**src/rtl/menu_song_ctrl.sv**
```systemverilog
// Song-select menu controller: debounced buttons drive a MENU -> ARM -> PLAY flow.
// Each button gets its own sync/debounce/edge-detect lane; all FSM outputs are registered.

module menu_btn_db #(
    parameter int DB_CYCLES = 1000000
) (
    input  logic clk,
    input  logic rst_n,
    input  logic btn_raw,
    output logic press
);
    localparam int CW = $clog2(DB_CYCLES + 1);
    localparam logic [CW-1:0] CNT_MAX = CW'(DB_CYCLES - 1);

    logic          sync1_q, sync1_d;
    logic          sync2_q, sync2_d;
    logic          level_q, level_d;
    logic          level_dly_q, level_dly_d;
    logic          press_q, press_d;
    logic [CW-1:0] cnt_q, cnt_d;

    always_comb begin
        sync1_d     = btn_raw;
        sync2_d     = sync1_q;
        level_d     = level_q;
        cnt_d       = '0;
        // Any cycle where the synchronized input agrees with the level restarts the count.
        if (sync2_q != level_q) begin
            if (cnt_q == CNT_MAX) begin
                level_d = sync2_q;
            end else begin
                cnt_d = cnt_q + 1'b1;
            end
        end
        level_dly_d = level_q;
        press_d     = level_q & ~level_dly_q;
    end

    always_ff @(posedge clk or negedge rst_n) begin
        if (!rst_n) begin
            sync1_q     <= 1'b0;
            sync2_q     <= 1'b0;
            level_q     <= 1'b0;
            level_dly_q <= 1'b0;
            press_q     <= 1'b0;
            cnt_q       <= '0;
        end else begin
            sync1_q     <= sync1_d;
            sync2_q     <= sync2_d;
            level_q     <= level_d;
            level_dly_q <= level_dly_d;
            press_q     <= press_d;
            cnt_q       <= cnt_d;
        end
    end

    assign press = press_q;
endmodule

module menu_song_ctrl #(
    parameter int NUM_SONGS   = 4,
    parameter int DB_CYCLES   = 1000000,
    parameter int START_DELAY = 50000000
) (
    input  logic       clk,
    input  logic       rst_n,
    input  logic       btn_up,
    input  logic       btn_down,
    input  logic       btn_ok,
    input  logic       btn_back,
    input  logic       game_over,
    output logic       menu_enabled,
    output logic [1:0] song,
    output logic       start_game,
    output logic       playing,
    output logic       countdown_active
);
    localparam int NUM_BTN = 4;
    localparam int DW = $clog2(START_DELAY + 1);
    localparam logic [DW-1:0] DLY_LOAD  = DW'(START_DELAY - 1);
    localparam logic [1:0]    LAST_SONG = 2'(NUM_SONGS - 1);

    typedef enum logic [1:0] {MENU, ARM, PLAY} state_t;

    logic [NUM_BTN-1:0] btn_raw;
    logic [NUM_BTN-1:0] press;

    assign btn_raw = {btn_back, btn_ok, btn_down, btn_up};

    for (genvar i = 0; i < NUM_BTN; i++) begin : g_btn
        menu_btn_db #(.DB_CYCLES(DB_CYCLES)) u_db (
            .clk    (clk),
            .rst_n  (rst_n),
            .btn_raw(btn_raw[i]),
            .press  (press[i])
        );
    end

    logic up_ev, down_ev, ok_ev, back_ev;
    assign up_ev   = press[0];
    assign down_ev = press[1];
    assign ok_ev   = press[2];
    assign back_ev = press[3];

    state_t        state_q, state_d;
    logic [1:0]    song_q, song_d;
    logic [DW-1:0] dly_q, dly_d;
    logic          menu_en_q, menu_en_d;
    logic          start_q, start_d;
    logic          playing_q, playing_d;
    logic          cd_q, cd_d;

    always_comb begin
        state_d = state_q;
        song_d  = song_q;
        dly_d   = dly_q;
        start_d = 1'b0;
        unique case (state_q)
            MENU: begin
                if (ok_ev) begin
                    state_d = ARM;
                    dly_d   = DLY_LOAD;
                end else if (up_ev && !down_ev) begin
                    song_d = (song_q == LAST_SONG) ? 2'd0 : song_q + 2'd1;
                end else if (down_ev && !up_ev) begin
                    song_d = (song_q == 2'd0) ? LAST_SONG : song_q - 2'd1;
                end
            end
            ARM: begin
                // Back beats a same-cycle terminal count: the game must not start.
                if (back_ev) begin
                    state_d = MENU;
                    dly_d   = '0;
                end else if (dly_q == '0) begin
                    state_d = PLAY;
                    start_d = 1'b1;
                end else begin
                    dly_d = dly_q - 1'b1;
                end
            end
            PLAY: begin
                if (game_over || back_ev) begin
                    state_d = MENU;
                end
            end
            default: state_d = MENU;
        endcase
        menu_en_d = (state_d != PLAY);
        playing_d = (state_d == PLAY);
        cd_d      = (state_d == ARM);
    end

    always_ff @(posedge clk or negedge rst_n) begin
        if (!rst_n) begin
            state_q   <= MENU;
            song_q    <= 2'd0;
            dly_q     <= '0;
            menu_en_q <= 1'b1;
            start_q   <= 1'b0;
            playing_q <= 1'b0;
            cd_q      <= 1'b0;
        end else begin
            state_q   <= state_d;
            song_q    <= song_d;
            dly_q     <= dly_d;
            menu_en_q <= menu_en_d;
            start_q   <= start_d;
            playing_q <= playing_d;
            cd_q      <= cd_d;
        end
    end

    assign menu_enabled     = menu_en_q;
    assign song             = song_q;
    assign start_game       = start_q;
    assign playing          = playing_q;
    assign countdown_active = cd_q;
endmodule
```
**config.mk**
```make
export PLATFORM = sky130hd
export DESIGN_NAME = menu_song_ctrl
export DESIGN_NICKNAME = d
export VERILOG_FILES = /design/src/rtl/menu_song_ctrl.sv
export SDC_FILE = /design/constraint.sdc
export NUM_CORES = 1
export LEC_CHECK = 0
export ABC_AREA = 1
export CORE_AREA = 2 2 161 132
export CTS_CLUSTER_SIZE = 30
export DETAILED_ROUTE_END_ITERATION = 10
export DIE_AREA = 0 0 163 134
export GPL_TIMING_DRIVEN = 0
export PLACE_DENSITY = 0.56
export SETUP_SLACK_MARGIN = 0.15
export SYNTH_ARGS = -nofsm -noshare
export SYNTH_HDL_FRONTEND = slang
export SYNTH_SLANG_ARGS = --single-unit
```
**constraint.sdc**
```tcl
create_clock -name clk -period 2.24 [get_ports clk]
set_input_delay 0.336 -clock clk [delete_from_list [all_inputs] [get_ports clk]]
set_output_delay 0.336 -clock clk [all_outputs]
set_load 0.03 [all_outputs]
```
# Word-level counts from Yosys, hierarchy flattened
# Index checks and enable logic that the tools add are counted.
[totals]
reg_bits = 134
input_bits = 7
[classes]
n_reduce_logical = 16
addsub = 7
eq_ne = 16
n_bitwise = 9
mux = 24
[ops]
columns = ["cell", "count"]
rows = [
  ["20-bit 2-to-1 mux", 8],
  ["20-bit by 1-bit adder with 20-bit output (second input constant)", 4],
  ["20-bit equality test (second input constant)", 4],
  ["26-bit 2-to-1 mux", 3],
  ["26-bit case mux with 2 select lines", 1],
  ["26-bit zero test", 1],
  ["26-bit by 1-bit subtractor with 26-bit output (second input constant)", 1],
  ["2-bit 2-to-1 mux", 8],
  ["2-bit AND reduction", 4],
  ["2-bit equality test (second input constant)", 3],
  ["2-bit case mux with 3 select lines", 1],
  ["3-bit AND reduction", 2],
  ["1-bit NOT", 5],
  ["1-bit bitwise AND", 4],
  ["2-bit by 1-bit equality test with 1-bit output (second input constant)", 2],
  ["2-bit zero test", 2],
  ["1-bit != test", 4],
  ["2-bit nonzero test", 2],
  ["1-bit 2-to-1 mux", 3],
  ["3-bit by 2-bit != test with 1-bit output (second input constant)", 1],
  ["2-bit by 1-bit adder with 2-bit output (second input constant)", 1],
  ["1-bit logical AND", 2],
  ["1-bit zero test", 2],
  ["2-bit by 1-bit != test with 1-bit output (second input constant)", 1],
  ["3 further kinds", 3],
]

# Depth between registers and ports, before layout
[depth]
depth_word = 5
mapped_depth = 12

# Cells and area by module
# From an unflattened synthesis, not the netlist that was laid out.
[hier_totals]
cells_unflattened = 1007
area_unflattened_um2 = 7845.0
[modules_own_cells]
columns = ["mod", "area_per_inst_um2", "n_inst", "seq_area_each_um2", "cells_each"]
rows = [
  ["menu_btn_db", 1351.3, 4, 625.6, 164],
  ["menu_song_ctrl", 2439.8, 1, 852.1, 351],
]

# Worst setup path before layout
# Ideal clock, no wire load.
[synth_path]
path_kind = "register -> register"
start = "register dly_q[0]"
end = "register dly_q[20]"
setup_slack_ns = 0.635
setup_time_ns = 0.113
stages_incl_launch_ff = 11
path_buffers = 1
t_arrival_ns = 1.492
synth_period_minus_slack_ns = 1.605
cell_sequence = "dfrtp_1 -> inv_1 -> ha_1 -> clkbuf_2 -> nand2_1 -> nor2_2 -> nand4_1 -> nand3_1 -> nand2_1 -> nand2_1 -> inv_1"
[synth_between]
elab_chain_cells = 4
[synth_rtl]
columns = ["item", "line_no", "text"]
rows = [
  ["from (decl)", "107", "logic [DW-1:0] dly_q, dly_d;"],
  ["from (signal assigned)", "165", "dly_q <= dly_d;"],
  ["26-bit by 1-bit subtractor with 26-bit output", "138", "dly_d = dly_q - 1'b1;"],
  ["26-bit 2-to-1 mux", "134", "end else if (dly_q == '0) begin"],
  ["26-bit 2-to-1 mux", "131", "if (back_ev) begin"],
  ["26-bit case mux with 2 select lines", "118", "unique case (state_q)"],
]
# Parallel ways exist; a longest one is shown, timed or not. The select of a mux whose other input is x is not followed.
# A chain may end at the register's enable or synchronous reset.

# Final worst setup path
[layout_path]
start = "register menu_en_q (netlist: menu_enabled)"
end = "output menu_enabled"
[layout_lines]
columns = ["item", "line_no", "text"]
rows = [
  ["from (decl)", "108", "logic menu_en_q, menu_en_d;"],
  ["from (signal assigned)", "166", "menu_en_q <= menu_en_d;"],
  ["to (decl)", "72", "output logic menu_enabled,"],
]
# No word-level cell between the ends.

==> qor.yml <==
ys_warn_count: 0
drt-vias-per-instance: 4.78
r2r_cells: 7
synth_area_um2: 7350
dieArea_um2: 21800
first_pass_iters: 5
cp_slowest_stage_delay_ns: 0.66
multiInputGateArea_um2: 3420
maxSlewViolCount: 0
fin_area_um2: 8450
drtIter0Drc: 369
start_kind: "flip-flop"
rows: 47
antenna_found_initial: 0
ys_top_cells_by_count: "226 x nand2_1, 181 x nor2_1, 135 x inv_1"
cts_buffers: 17
critPathRequiredTime_ns: 1.90
r2r-start: "g_btn[1].u_db.cnt_q[0]$_DFF_PN0_"
relSlewSlack_pct: 56.5
place_area_um2: 7840
critPathKind: "flip-flop to output port"
yosys.area.top_type: "dfrtp_1"
synthXorXnorAreaFrac_pct: 4.53
clock_skew_ns: 0.00891
die_y_um: 134
ys_async_sr_fraction_pct: 100
powerDensity_nw_per_um2: 682
synth_top_family_by_area: "simple AND/OR/NAND/NOR gates"
synth_top_area_share_pct: 45.3
final-setup-viol-count: 0
grt_setup_unrepaired: "no"
seqCellArea_um2: 3350
wl_per_cell_um: 12.5
synthSimpleGateAreaFrac_pct: 36.1
start_util_pct: 36.3
worst_pin_slew_ns: 0.652
synth.area.mux_share_pct: 0
vias: 6235
fmax_mhz: 517
syn_inst: 990
ir_drop_mv: 0.470
crit_family: "buffers and inverters"
grt_pass1_wl_mm: 28.6
gp_congestion: 0.868
cts_tree: "done"
portBuffers: 12
min_period_ns: 1.93
htreeDepth: 4
gr-total-overflow: 0
hpwl_mm: 11.6
coreArea_um2: 20300
grt_pass1_vias: 5921
postCtsSetupRepairBufs: 0
status: "finished clean"
pin_count: 13
hp-class: "flip-flop to flip-flop"
clock-sinks: 134
finalHoldViolCount: 0
track_usage_pct: 16.2
ys_seq_elements: 134
cts_buffer_depth: 2
hp-start: "g_btn[1].u_db.sync1_q$_DFF_PN0_"
whs_path_depth: 0
detail-route-antenna-nets: 0
holdPathEnd: "g_btn[1].u_db.sync2_q$_DFF_PN0_"
finalSetupTns_ns: 0
maxCapViolCount: 0
critical_path.cell_chain: "clkdlybuf4s50_1"
die_x_um: 163
drc: 0
netlist-cell-type-count: 36
cp-end-kind: "output port"
min_period_over_period_pct: 86.3
diodes: 0
yosysMostFrequentCell: "nand2_1"
crit_buf_inv: 1
r2r_setup_slack_ns: 0.34
leakage_nw: 3.75
insertion_delay_ns: 0.42
worstPathArrival_ns: 1.60
ys_seq_area_share_pct: 45.6
cp_slowest_cell: "clkdlybuf4s50_1"
synth_adder_area_share_pct: 1.53
clkTransAtPathRegs_ns: 0.06
syn-num-nets: 1006
grt_max_degree: 83
synth_top_flop_cell: "dfrtp_1"
wl_mm: 16.3
drive_gt1_share_pct: 7.82
nNetsFinal: 1039
ys_top_cells_by_area: "dfrtp_1 45%, nand2_1 12%, nor2_1 9.2%"
timing.rr.end: "g_btn[1].u_db.cnt_q[16]$_DFF_PN0_"
clock-root-buffer: "clkbuf_16"
synth_enable_flop_cells: 0
syn2layout_area_growth_pct: 14.9
n_fill_cell: 2087
critPathMaxFanout: 1
synth_compound_area_share_pct: 4.15
avgSynthCellArea_um2: 7.43
cell type report:
class                   count  area share (%)
plain buffers              13           0.874
clock buffers              19            5.24
clock inverters            13            1.70
inverters                 138            6.13
multi-input cells         705            40.5
flip-flops and latches    134            39.7
well taps                 269            3.98
repair buffers             14            1.88
metal layers:
layer,vias up,global-route usage [%],routed length (µm)
met3,15,3.15,600
li1,3216,-,-
met5,-,0,0
met1,2913,23.8,8500
met4,0,4.47,175
met2,91,24.5,7030
timing repair:
action | 4_1_cts | 5_1_grt
endpoints found under the setup margin | 0 | 10
hold buffers | 1 | 0
resized for setup | 0 | 3
hold endpoints to repair | 52 | 0
how the worst max path moves through the flow:
stage,start,endpoint,cells after the start
2_1_floorplan,dly_q[0]$_DFFE_PN0P_,dly_q[20]$_DFFE_PN0P_,10
3_3_place_gp,rst_n,dly_q[3]$_DFFE_PN0P_,1
3_5_place_dp,dly_q[0]$_DFFE_PN0P_,dly_q[12]$_DFFE_PN0P_,11
4_1_cts,dly_q[0]$_DFFE_PN0P_,dly_q[12]$_DFFE_PN0P_,11
5_1_grt,dly_q[1]$_DFFE_PN0P_,dly_q[12]$_DFFE_PN0P_,11
6_report,menu_enabled$_DFF_PN1_,menu_enabled,1
per-stage QoR:
step / cells / power [mW] / util, % / worst slack [ns] / hold WS [ns]
5_1_grt: 1305 / 6.03 / 41.6 / 0.172 / 0.346
3_3_place_gp: 1271 / 2.99 / 38.5 / -4.89 / 0.337
3_5_place_dp: 1272 / 3.00 / 38.6 / 0.286 / 0.332
2_1_floorplan: 990 / 2.85 / - / 0.635 / 0.0404
4_1_cts: 1305 / 5.84 / 41.6 / 0.274 / 0.336
6_report: 1305 / 5.77 / 41.6 / 0.307 / 0.349
flip-flops by register name, summed over array words and instances (netlist names), 4 cells and up:
| signal | count |
|---|---|
| g_btn.u_db.cnt_q | 80 |
| dly_q | 26 |
| g_btn.u_db.level_dly_q | 4 |
| g_btn.u_db.sync1_q | 4 |
| g_btn.u_db.press | 4 |
| g_btn.u_db.level_dly_d | 4 |
| g_btn.u_db.sync2_q | 4 |
cell families (layout without fill, tap and decap cells):
| logic type | count (synthesis) | after routing |
|---|---|---|
| adders and majority gates | 9 | 9 |
| AOI/OAI and AO/OA | 57 | 57 |
| DFF | 134 | 134 |
| buffers and inverters | 151 | 197 |
| and+or+nand+nor | 601 | 601 |
| xor gates and xnor gates | 38 | 38 |
report_power, final:
part | total [mW] | leakage, nW | internal, mW | switching (mW)
clock network | 2.81 | 0.277 | 1.68 | 1.13
registers | 2.56 | 1.80 | 2.49 | 0.0704
logic | 0.397 | 1.67 | 0.128 | 0.269
total | 5.77 | 3.75 | 4.29 | 1.47
worst register-to-register path, stage by stage, from the launching register on:
cell and delay, ns:
dfrtp_1 0.37, ha_1 0.26, nand3_1 0.16, nor3_1 0.38, inv_1 0.16, nor3_1 0.22, xor2_1 0.17, nor2_1 0.05
cell usage in the layout, fill, tap and decap left out, types with 14 or more instances in the layout:
cell       netlist  layout
clkbuf_16        0      17
nor2_1         181     181
nor2_2          15      14
nand3_1         73      73
nand4_1         43      43
a21oi_1         19      19
nor3_1          32      32
dfrtp_1        133     133
nand2_1        226     226
xor2_1          31      31
o21ai_1         16      16
inv_1          135     135
(Power assumes the default switching activity.)
